[config.mk]
export PLATFORM = sky130hd
export DESIGN_NAME = midi_uart_flat
export DESIGN_NICKNAME = d
export VERILOG_FILES = /design/src/rtl/midi_uart_if.sv /design/src/rtl/midi_uart.sv /design/src/flat_wrapper.sv
export SDC_FILE = /design/constraint.sdc
export NUM_CORES = 1
export LEC_CHECK = 0
export ABC_CLOCK_PERIOD_IN_PS = 5900
export BUFFER_PORTS_ARGS = -buffer_cell sky130_fd_sc_hd__buf_4
export CAP_MARGIN = 20
export CORE_ASPECT_RATIO = 1.4
export CORE_MARGIN = 10
export CORE_UTILIZATION = 58
export CTS_BUF_LIST = sky130_fd_sc_hd__clkbuf_4 sky130_fd_sc_hd__clkbuf_8
export DETAILED_ROUTE_END_ITERATION = 6
export PLACE_DENSITY = 0.8
export SLEW_MARGIN = 0
export SYNTH_ARGS = -nofsm -noshare
export SYNTH_HDL_FRONTEND = slang
export SYNTH_SLANG_ARGS = --single-unit
[constraint.sdc]
create_clock -name CLK_AUDIO -period 5.9 [get_ports CLK_AUDIO]
set_input_delay 0 -clock CLK_AUDIO [delete_from_list [all_inputs] [get_ports CLK_AUDIO]]
set_output_delay 0 -clock CLK_AUDIO [all_outputs]
set_load 0.1 [all_outputs]
[src/rtl/midi_uart_if.sv]
// MIDI UART host/line signal bundle: the host drives writes, reads and error
// clears; the serial lines travel with the bundle.
interface midi_uart_if;
  logic [7:0] tx_data;
  logic       tx_wr;
  logic       tx_full;
  logic       tx_idle;
  logic       midi_tx;
  logic       midi_rx;
  logic [7:0] rx_data;
  logic       rx_valid;
  logic       rx_rd;
  logic       rx_overrun;
  logic       rx_ferr;
  logic       err_clr;

  modport master (
    output tx_data, tx_wr, midi_rx, rx_rd, err_clr,
    input  tx_full, tx_idle, midi_tx, rx_data, rx_valid, rx_overrun, rx_ferr
  );

  modport slave (
    input  tx_data, tx_wr, midi_rx, rx_rd, err_clr,
    output tx_full, tx_idle, midi_tx, rx_data, rx_valid, rx_overrun, rx_ferr
  );
endinterface

[src/rtl/midi_uart.sv]
// MIDI UART: 16-deep TX FIFO feeding an 8N1 serializer, and an 8N1 receiver
// with a single holding register plus sticky overrun/framing flags.
module midi_uart #(
  parameter int CLK_HZ = 24576000,
  parameter int BAUD   = 31250
) (
  input  logic        CLK_AUDIO,
  input  logic        reset,
  midi_uart_if.slave  bus
);
  localparam int DIV = (CLK_HZ + BAUD / 2) / BAUD;
  localparam int TW  = $clog2(DIV);
  localparam logic [TW-1:0] BIT_T  = TW'(DIV - 1);
  localparam logic [TW-1:0] HALF_T = TW'(DIV / 2 - 1);
  localparam logic [TW-1:0] T_ZERO = TW'(0);
  localparam logic [TW-1:0] T_ONE  = TW'(1);

  typedef enum logic [1:0] {TX_IDLE, TX_START, TX_DATA, TX_STOP} tx_state_t;
  typedef enum logic [2:0] {RX_HUNT, RX_START, RX_DATA, RX_STOP, RX_WAITHI} rx_state_t;

  logic [7:0] mem_q [16];
  logic [3:0] wp_q, rp_q;
  logic [4:0] cnt_q, cnt_d;
  logic       tx_push, tx_pop;
  logic       tx_full_q, tx_full_d, tx_idle_q, tx_idle_d;

  tx_state_t  tx_state_q, tx_state_d;
  logic [TW-1:0] tx_tmr_q, tx_tmr_d;
  logic [2:0] tx_bit_q, tx_bit_d;
  logic [7:0] tx_sh_q, tx_sh_d;
  logic       midi_tx_q, midi_tx_d;

  logic [1:0] sync_q;
  logic       rx_prev_q, rx_line;
  rx_state_t  rx_state_q, rx_state_d;
  logic [TW-1:0] rx_tmr_q, rx_tmr_d;
  logic [2:0] rx_bit_q, rx_bit_d;
  logic [7:0] rx_sh_q, rx_sh_d;
  logic [7:0] rx_data_q, rx_data_d;
  logic       rx_valid_q, rx_valid_d, rx_ovr_q, rx_ovr_d, rx_ferr_q, rx_ferr_d;
  logic       deliver, ovr_set, ferr_set;

  // A write against a full FIFO is dropped even when a pop frees a slot this cycle.
  assign tx_push = bus.tx_wr && !tx_full_q;
  assign rx_line = sync_q[1];

  // TX serializer next state: pops the FIFO from IDLE or straight out of STOP.
  always_comb begin
    tx_state_d = tx_state_q;
    tx_tmr_d   = tx_tmr_q;
    tx_bit_d   = tx_bit_q;
    tx_sh_d    = tx_sh_q;
    midi_tx_d  = midi_tx_q;
    tx_pop     = 1'b0;
    case (tx_state_q)
      TX_IDLE: begin
        midi_tx_d = 1'b1;
        if (cnt_q != 5'd0) begin
          tx_pop     = 1'b1;
          tx_sh_d    = mem_q[rp_q];
          tx_tmr_d   = BIT_T;
          tx_state_d = TX_START;
          midi_tx_d  = 1'b0;
        end else begin
          tx_state_d = TX_IDLE;
        end
      end
      TX_START: begin
        if (tx_tmr_q == T_ZERO) begin
          tx_state_d = TX_DATA;
          tx_tmr_d   = BIT_T;
          tx_bit_d   = 3'd0;
          midi_tx_d  = tx_sh_q[0];
        end else begin
          tx_tmr_d = tx_tmr_q - T_ONE;
        end
      end
      TX_DATA: begin
        if (tx_tmr_q == T_ZERO) begin
          tx_tmr_d = BIT_T;
          if (tx_bit_q == 3'd7) begin
            tx_state_d = TX_STOP;
            midi_tx_d  = 1'b1;
          end else begin
            tx_bit_d  = tx_bit_q + 3'd1;
            tx_sh_d   = {1'b0, tx_sh_q[7:1]};
            midi_tx_d = tx_sh_q[1];
          end
        end else begin
          tx_tmr_d = tx_tmr_q - T_ONE;
        end
      end
      TX_STOP: begin
        if (tx_tmr_q == T_ZERO) begin
          if (cnt_q != 5'd0) begin
            tx_pop     = 1'b1;
            tx_sh_d    = mem_q[rp_q];
            tx_tmr_d   = BIT_T;
            tx_state_d = TX_START;
            midi_tx_d  = 1'b0;
          end else begin
            tx_state_d = TX_IDLE;
            midi_tx_d  = 1'b1;
          end
        end else begin
          tx_tmr_d = tx_tmr_q - T_ONE;
        end
      end
      default: begin
        tx_state_d = TX_IDLE;
        midi_tx_d  = 1'b1;
      end
    endcase
    cnt_d     = cnt_q + 5'(tx_push) - 5'(tx_pop);
    tx_full_d = (cnt_d == 5'd16);
    tx_idle_d = (tx_state_d == TX_IDLE) && (cnt_d == 5'd0);
  end

  // TX state, FIFO storage and registered TX status outputs.
  always_ff @(posedge CLK_AUDIO or posedge reset) begin
    if (reset) begin
      for (int i = 0; i < 16; i++) mem_q[i] <= 8'h00;
      wp_q       <= 4'd0;
      rp_q       <= 4'd0;
      cnt_q      <= 5'd0;
      tx_full_q  <= 1'b0;
      tx_idle_q  <= 1'b1;
      tx_state_q <= TX_IDLE;
      tx_tmr_q   <= T_ONE;
      tx_bit_q   <= 3'd0;
      tx_sh_q    <= 8'hFF;
      midi_tx_q  <= 1'b1;
    end else begin
      if (tx_push) begin
        mem_q[wp_q] <= bus.tx_data;
        wp_q        <= wp_q + 4'd1;
      end
      if (tx_pop) rp_q <= rp_q + 4'd1;
      cnt_q      <= cnt_d;
      tx_full_q  <= tx_full_d;
      tx_idle_q  <= tx_idle_d;
      tx_state_q <= tx_state_d;
      tx_tmr_q   <= tx_tmr_d;
      tx_bit_q   <= tx_bit_d;
      tx_sh_q    <= tx_sh_d;
      midi_tx_q  <= midi_tx_d;
    end
  end

  // RX deframer: start bit re-checked at its centre, then one sample per bit centre.
  always_comb begin
    rx_state_d = rx_state_q;
    rx_tmr_d   = rx_tmr_q;
    rx_bit_d   = rx_bit_q;
    rx_sh_d    = rx_sh_q;
    deliver    = 1'b0;
    ferr_set   = 1'b0;
    case (rx_state_q)
      RX_HUNT: begin
        if (rx_prev_q && !rx_line) begin
          rx_state_d = RX_START;
          rx_tmr_d   = HALF_T;
        end else begin
          rx_state_d = RX_HUNT;
        end
      end
      RX_START: begin
        if (rx_tmr_q == T_ZERO) begin
          if (!rx_line) begin
            rx_state_d = RX_DATA;
            rx_tmr_d   = BIT_T;
            rx_bit_d   = 3'd0;
          end else begin
            rx_state_d = RX_HUNT;
          end
        end else begin
          rx_tmr_d = rx_tmr_q - T_ONE;
        end
      end
      RX_DATA: begin
        if (rx_tmr_q == T_ZERO) begin
          rx_sh_d  = {rx_line, rx_sh_q[7:1]};
          rx_tmr_d = BIT_T;
          if (rx_bit_q == 3'd7) begin
            rx_state_d = RX_STOP;
          end else begin
            rx_bit_d = rx_bit_q + 3'd1;
          end
        end else begin
          rx_tmr_d = rx_tmr_q - T_ONE;
        end
      end
      RX_STOP: begin
        if (rx_tmr_q == T_ZERO) begin
          if (rx_line) begin
            deliver    = 1'b1;
            rx_state_d = RX_HUNT;
          end else begin
            ferr_set   = 1'b1;
            rx_state_d = RX_WAITHI;
          end
        end else begin
          rx_tmr_d = rx_tmr_q - T_ONE;
        end
      end
      RX_WAITHI: begin
        if (rx_line) rx_state_d = RX_HUNT;
        else         rx_state_d = RX_WAITHI;
      end
      default: rx_state_d = RX_HUNT;
    endcase

    rx_data_d  = rx_data_q;
    rx_valid_d = rx_valid_q;
    ovr_set    = 1'b0;
    if (deliver) begin
      if (!rx_valid_q || bus.rx_rd) begin
        rx_data_d  = rx_sh_q;
        rx_valid_d = 1'b1;
      end else begin
        ovr_set = 1'b1;
      end
    end else if (bus.rx_rd) begin
      rx_valid_d = 1'b0;
    end else begin
      rx_valid_d = rx_valid_q;
    end
    // Setting wins over a same-cycle clear.
    rx_ovr_d  = ovr_set  || (rx_ovr_q  && !bus.err_clr);
    rx_ferr_d = ferr_set || (rx_ferr_q && !bus.err_clr);
  end

  // RX synchronizer, deframer state and registered RX outputs.
  always_ff @(posedge CLK_AUDIO or posedge reset) begin
    if (reset) begin
      sync_q     <= 2'b11;
      rx_prev_q  <= 1'b1;
      rx_state_q <= RX_HUNT;
      rx_tmr_q   <= T_ONE;
      rx_bit_q   <= 3'd0;
      rx_sh_q    <= 8'h00;
      rx_data_q  <= 8'h00;
      rx_valid_q <= 1'b0;
      rx_ovr_q   <= 1'b0;
      rx_ferr_q  <= 1'b0;
    end else begin
      sync_q     <= {sync_q[0], bus.midi_rx};
      rx_prev_q  <= rx_line;
      rx_state_q <= rx_state_d;
      rx_tmr_q   <= rx_tmr_d;
      rx_bit_q   <= rx_bit_d;
      rx_sh_q    <= rx_sh_d;
      rx_data_q  <= rx_data_d;
      rx_valid_q <= rx_valid_d;
      rx_ovr_q   <= rx_ovr_d;
      rx_ferr_q  <= rx_ferr_d;
    end
  end

  assign bus.midi_tx    = midi_tx_q;
  assign bus.tx_full    = tx_full_q;
  assign bus.tx_idle    = tx_idle_q;
  assign bus.rx_data    = rx_data_q;
  assign bus.rx_valid   = rx_valid_q;
  assign bus.rx_overrun = rx_ovr_q;
  assign bus.rx_ferr    = rx_ferr_q;
endmodule

[src/flat_wrapper.sv]
// flat-port wrapper written by rule: the top's interface ports become plain ports
module midi_uart_flat 
#(
  parameter int CLK_HZ = 24576000,
  parameter int BAUD   = 31250
)
  (CLK_AUDIO, reset, bus_tx_data, bus_tx_wr, bus_midi_rx, bus_rx_rd, bus_err_clr, bus_tx_full, bus_tx_idle, bus_midi_tx, bus_rx_data, bus_rx_valid, bus_rx_overrun, bus_rx_ferr);
  midi_uart_if bus_i ();
  input  logic CLK_AUDIO;
  input  logic reset;
  input wire logic [$bits(bus_i.tx_data)-1:0] bus_tx_data;
  input wire logic [$bits(bus_i.tx_wr)-1:0] bus_tx_wr;
  input wire logic [$bits(bus_i.midi_rx)-1:0] bus_midi_rx;
  input wire logic [$bits(bus_i.rx_rd)-1:0] bus_rx_rd;
  input wire logic [$bits(bus_i.err_clr)-1:0] bus_err_clr;
  output wire logic [$bits(bus_i.tx_full)-1:0] bus_tx_full;
  output wire logic [$bits(bus_i.tx_idle)-1:0] bus_tx_idle;
  output wire logic [$bits(bus_i.midi_tx)-1:0] bus_midi_tx;
  output wire logic [$bits(bus_i.rx_data)-1:0] bus_rx_data;
  output wire logic [$bits(bus_i.rx_valid)-1:0] bus_rx_valid;
  output wire logic [$bits(bus_i.rx_overrun)-1:0] bus_rx_overrun;
  output wire logic [$bits(bus_i.rx_ferr)-1:0] bus_rx_ferr;
  assign bus_i.tx_data = bus_tx_data;
  assign bus_i.tx_wr = bus_tx_wr;
  assign bus_i.midi_rx = bus_midi_rx;
  assign bus_i.rx_rd = bus_rx_rd;
  assign bus_i.err_clr = bus_err_clr;
  assign bus_tx_full = bus_i.tx_full;
  assign bus_tx_idle = bus_i.tx_idle;
  assign bus_midi_tx = bus_i.midi_tx;
  assign bus_rx_data = bus_i.rx_data;
  assign bus_rx_valid = bus_i.rx_valid;
  assign bus_rx_overrun = bus_i.rx_overrun;
  assign bus_rx_ferr = bus_i.rx_ferr;
  midi_uart #(.CLK_HZ(CLK_HZ), .BAUD(BAUD)) u_core (.CLK_AUDIO(CLK_AUDIO), .reset(reset), .bus(bus_i));
endmodule
* Word-level counts from Yosys, hierarchy flattened *
Index checks and enable logic that the tools add are counted.
W data, S select, Z words.

word-level totals
  bits in registers = 205
  bits of input ports = 14
  output and inout port bits = 14
  logic and storage cells = 172

cells by class
  add/subtract/negate cells = 8
  magnitude comparators = 3
  equal/unequal tests = 24
  muxes and demuxes = 64
  bitwise gates (word level) = 2
  reduce and logical (&&, ||, !) cells = 35

operators with widths
  operator                 number
  $bwmux W128              1
  $mux W10                 8
  $mux W8                  7
  $pmux W10 S4             1
  $mux W3                  12
  $bmux W8 S4              1
  $demux W8 S4             1
  $pmux W10 S3             1
  $pmux W8 S3              1
  $logic_not A10 Y1        2
  $mux W1                  20
  $sub A10 B1 Y10 const B  2
  $ne A2 B1 Y1 const B     8
  $reduce_and A4 Y1        4
  $pmux W3 S5              1
  $pmux W3 S2              2
  $ge A5 B5 Y1 const B     2
  $mux W2                  5
  $ne A2 B2 Y1 const B     5
  $not A4 Y5               2
  $eq A3 B3 Y1 const B     3
  $add A4 B1 Y4 const B    2
  $pmux W2 S4              1
  $add A3 B1 Y3 const B    2
  25 further kinds         42

* Depth between registers and ports, before layout *
  depth in word-level cells = 7
  gate-level depth with buffers = 15
  depth with buffers taken out = 14

* Worst setup path after synthesis *
No wires, ideal clock.

  path type = register to register
  from = register u_core.cnt_q[3]
  to = register u_core.tx_idle_q (netlist: u_core.bus.tx_idle)
  setup time = 97 ps
  data arrival time = 3201 ps
  data required time = 5803 ps
  setup slack = 2602 ps
  stages on the path, launching flop included = 15
  path buffers = 0
  period minus slack after synthesis = 3298 ps
  cell sequence = dfrtp_1 > inv_1 > ha_1 > nor4b_2 > nor2_1 > a22o_1 > ha_1 > inv_1 > ha_1 > fa_1 > a21oi_1 > o21bai_1 > xnor2_1 > inv_1 > nor4_1

between the ends
  longest elaborated chain between the ends = 7
  elaborated cells on any way between the ends = 12
  those cells by class = 2 x add/sub; 6 x mux; 4 x reduce/logical

RTL lines
  element                   line                              RTL
  start: declaration        midi_uart.sv:23                   logic [4:0] cnt_q, cnt_d;
  start signal: assignment  midi_uart.sv:139                  cnt_q <= cnt_d;
  $reduce_bool A5 Y1 *      midi_uart.sv:58, midi_uart.sv:95
  $mux W1 *                 midi_uart.sv:58, midi_uart.sv:95
  $mux W1                   midi_uart.sv:94                   if (tx_tmr_q == T_ZERO) begin
  $pmux W1 S2 *             midi_uart.sv:55                   case (tx_state_q)
  net u_core.tx_pop         midi_uart.sv:24                   logic tx_push, tx_pop;
  $sub A5 B1 Y5 *           midi_uart.sv:114                  cnt_d = cnt_q + 5'(tx_push) - 5'(tx_pop);
  net u_core.cnt_d[4]       midi_uart.sv:23
  $logic_not A5 Y1 *        midi_uart.sv:116                  tx_idle_d = (tx_state_d == TX_IDLE) && (cnt_d == 5'd0);
  $logic_and A1 B1 Y1 *     midi_uart.sv:116
  net u_core.tx_idle_d      midi_uart.sv:25                   logic tx_full_q, tx_full_d, tx_idle_q, tx_idle_d;
  end signal: assignment    midi_uart.sv:141                  tx_idle_q <= tx_idle_d;
  end: declaration          midi_uart.sv:25

The timed path passes the listed nets; every way through them passes the cells marked *.
A chain may end at the register's enable or synchronous reset.

* Worst setup path in the final report *
  from = register u_core.cnt_q[2]
  to = register u_core.tx_idle_q (netlist: u_core.bus.tx_idle)

Same word-level chain as after synthesis.

==> flow_summary.ini <==
[status]
status = finished clean

[die]
initial_core_util_pct = 58.79
ioPinCount = 28
die_w_um = 129.9
core_um2 = 16680
rows = 56
dieArea_um2 = 22580
die_y_um = 173.8

[sta]
max_freq_ghz = 0.2558
period_needed_ns = 3.909
fin_worst_skew_ns = 0.03140
rsz0062_at_grt = false
slew_headroom_pct = 29.20
finalSetupViolCount = 0
fin_ws_ns = 1.991
slew_viol_final = 0
setup_total_negative_slack_ns = 0
worst_pin_slew_ns = 1.058
fin_crit_sh_pct = 66.25
finalHoldViolCount = 0
timing.hold.ws_ns = 0.03907

[synth]
synth-simple-area-share_pct = 7.249
yosysMostFrequentCell = dfrtp_1
ys_types = 57
yosys-top-cells-area = dfrtp_1 (48%), mux2_2 (17%), mux4_2 (6.4%)
synth_top_area_share_pct = 48.49
ys_async_sr_fraction_pct = 100.0
synth_commonest_cells = dfrtp_1 (190), mux2_2 (150), nor2_1 (41)
syn_nets = 784
yosysSeqAreaShare_pct = 52.51
syn_area_per_cell_um2 = 13.13
syn_inst = 747
synth-seq-cells = 205
syn_area_um2 = 9804
synth.mux.area_fraction_pct = 25.19
synth_top_family_by_area = multiplexers
synthXorXnorAreaFrac_pct = 0.9826
synth_compound_area_share_pct = 8.678
synth_warnings = 0
synth_edf_count = 0
yosysTopAreaCell = dfrtp_1
synth_fa_ha_area_share_pct = 3.012
synth_flop_cell = dfrtp_1

[job]
drv_cap = 0

[drt]
postRouteAntennaNets = 0
vias = 6397
drc = 0
routedWlPerCell_um = 21.15
viasPerCell = 6.321
totalWireLength_mm = 21.40
dr.first_iter.drc_count = 433
drt_first_pass_iters = 5

[cts]
cts-resized-gates = 0
cts-root-buf = clkbuf_8
max-clock-path-buffers = 3
cts.htree.levels = 1
clkLatencyLatePin_ns = 0.56
cts_tree = done
numCtsBuffers = 30
clk_pin_slew_ns = 0.07
cts_sinks = 205

[layout]
diodes = 0
finish.utilization_pct = 65.81
drive_gt1_share_pct = 37.21
design_area_um2 = 10970
syn2layout_area_growth_pct = 11.93
layout.nets = 822
finalNonFillerCells = 1012

[critical_path]
endpoint_kind = register
cp_top_family = simple AND/OR/NAND/NOR gates
cp.arrival_ns = 4.37
path_buf_inv = 3
r2r_setup_slack_ns = 1.99
required_ns = 6.36
critical_path_class = register to register
critPathMaxFanout = 10
worstPathCellList = inv_1 > ha_1 > nor4b_2 > nor2_1 > a22o_1 > ha_1 > inv_1 > ha_1 > fa_1 > a21oi_1 > o21bai_1 > xnor2_1 > inv_1 > nor4_1
r2r_cells = 14
r2r-end = u_core.bus.tx_idle$_DFF_PP1_
crit_cells = 14
max_stage_delay_ns = 0.84
critPathLaunch = u_core.cnt_q[2]$_DFF_PP0_
start_kind = register
endpoint = u_core.bus.tx_idle$_DFF_PP1_
crit_slowest_cell = nor4b_2
rr_startpoint = u_core.cnt_q[2]$_DFF_PP0_

[placed_design]
placed_cell_area_um2 = 10140
io_buffers = 27
dp_slack_ns = 2.044
dp.cells = 942
dpl.hpwl_mm = 14.43
gp_congestion = 0.8426

[global_routing]
grt-ovfl-total = 0
grt_pass1_wl_mm = 35.91
grt_max_degree = 112
grt_pass1_vias = 7144
antenna_found_initial = 0
grt.total_usage_pct = 19.40

[pwr]
p_sw_mw = 1.396
clkPwrFrac_pct = 26.4
p_int_mw = 3.358
total_power_mw = 4.754
power_density_nw_per_um2 = 433.2
peakVddDrop_uv = 270.1
seq_power_share_pct = 46.0
swShare_pct = 29.36
power.leakage_nw = 4.908
power_frac_comb_pct = 27.6

[hold_path]
min_from = bus_tx_wr
hp-class = primary input to register
[state kept, by name, indices dropped and copies added, names as in the netlist, 4 cells and up]
| register | cells |
|---|---|
| u_core.mem_q | 128 |
| u_core.rx_tmr_q | 10 |
| u_core.tx_tmr_q | 10 |
| u_core.bus.rx_data | 8 |
| u_core.rx_sh_q | 8 |
| u_core.tx_sh_q | 8 |
| u_core.cnt_q | 5 |
| u_core.rp_q | 4 |
| u_core.wp_q | 4 |
[worst register-to-register path, delay by kind of cell (launching register included)]
| family | cells | cell delay [ns] |
|---|---|---|
| DFF | 1 | 0.39 |
| AOI/OAI and AO/OA | 3 | 0.64 |
| xor gates and xnor gates | 1 | 0.20 |
| adders and majority gates | 4 | 1.06 |
| buffers and inverters | 3 | 0.21 |
| and+or+nand+nor | 3 | 1.31 |
[power groups by stage]
stage / Sequential (mW) / Combinational (mW) / Clock (mW)
after floorplan: 2.12 / 1.04 / 0
after global placement: 2.14 / 1.21 / 0
after detailed placement: 2.20 / 1.29 / 0
after CTS: 2.18 / 1.31 / 1.27
after global routing: 2.24 / 1.43 / 1.34
final: 2.19 / 1.31 / 1.26
[cell usage in the layout, fill, tap and decap left out, drive strengths merged, types with 3 or more instances in the layout]
cell type and count:
a21oi 16, or2 4, dlygate4sd3 12, a221oi 4, or4b 3, or4 3, ha 22, nand2b 10
a311oi 5, nor3 15, o22ai 9, o31ai 4, or3 6, a31oi 6, o2bb2ai 3, a22o 15
nand3 7, nor2 42, a211oi 5, nand2 26, inv 22, nor3b 3, mux2 158, o21ai 30
xnor2 9, mux4 28, buf 31, nand4 3, nor4 4, nor2b 6, clkbuf 53, mux2i 3
dfrtp 190, dfstp 15, a21o 11
[cell families after synthesis]
group / count (synthesis)
buf+inv: 59
mux: 189
xor+xnor: 11
simple gates: 138
fa+ha+maj: 23
flops: 205
compound gates: 122
[worst min-delay path by stage]
stage	end	slack [ns]	cells past startpoint
after floorplan	u_core.sync_q[0]$_DFF_PP1_	0.004	0
after global placement	u_core.sync_q[0]$_DFF_PP1_	0.11	1
after detailed placement	u_core.sync_q[0]$_DFF_PP1_	0.11	1
after CTS	u_core.wp_q[0]$_DFFE_PP0P_	0.01	3
after global routing	u_core.wp_q[0]$_DFFE_PP0P_	0.03	3
final	u_core.wp_q[0]$_DFFE_PP0P_	0.04	3
[per-layer routing]
layer  global-route usage, %  vias up  routed length, um
li1                        -     2835                  -
met1                   21.70     3308               7958
met2                   35.55      204              11860
met3                   2.969       50                975
met4                   7.519        0                608
met5                       0        -                  0
[area by class of cell]
cell class / count / area [um^2]
fillers: 1184 / 5702
flip-flops and latches: 205 / 5150
multi-input cells: 483 / 4423
clock buffers: 52 / 634.4
repair buffers: 44 / 377.9
well taps: 203 / 254.0
inverters: 21 / 86.33
clock inverters: 4 / 48.80
[repair_timing]
item                                   in CTS  in global routing
hold buffers                               12                  0
endpoints found under the hold margin     232                  0
setup buffers                               0                  0
(Power assumes the default switching activity.)
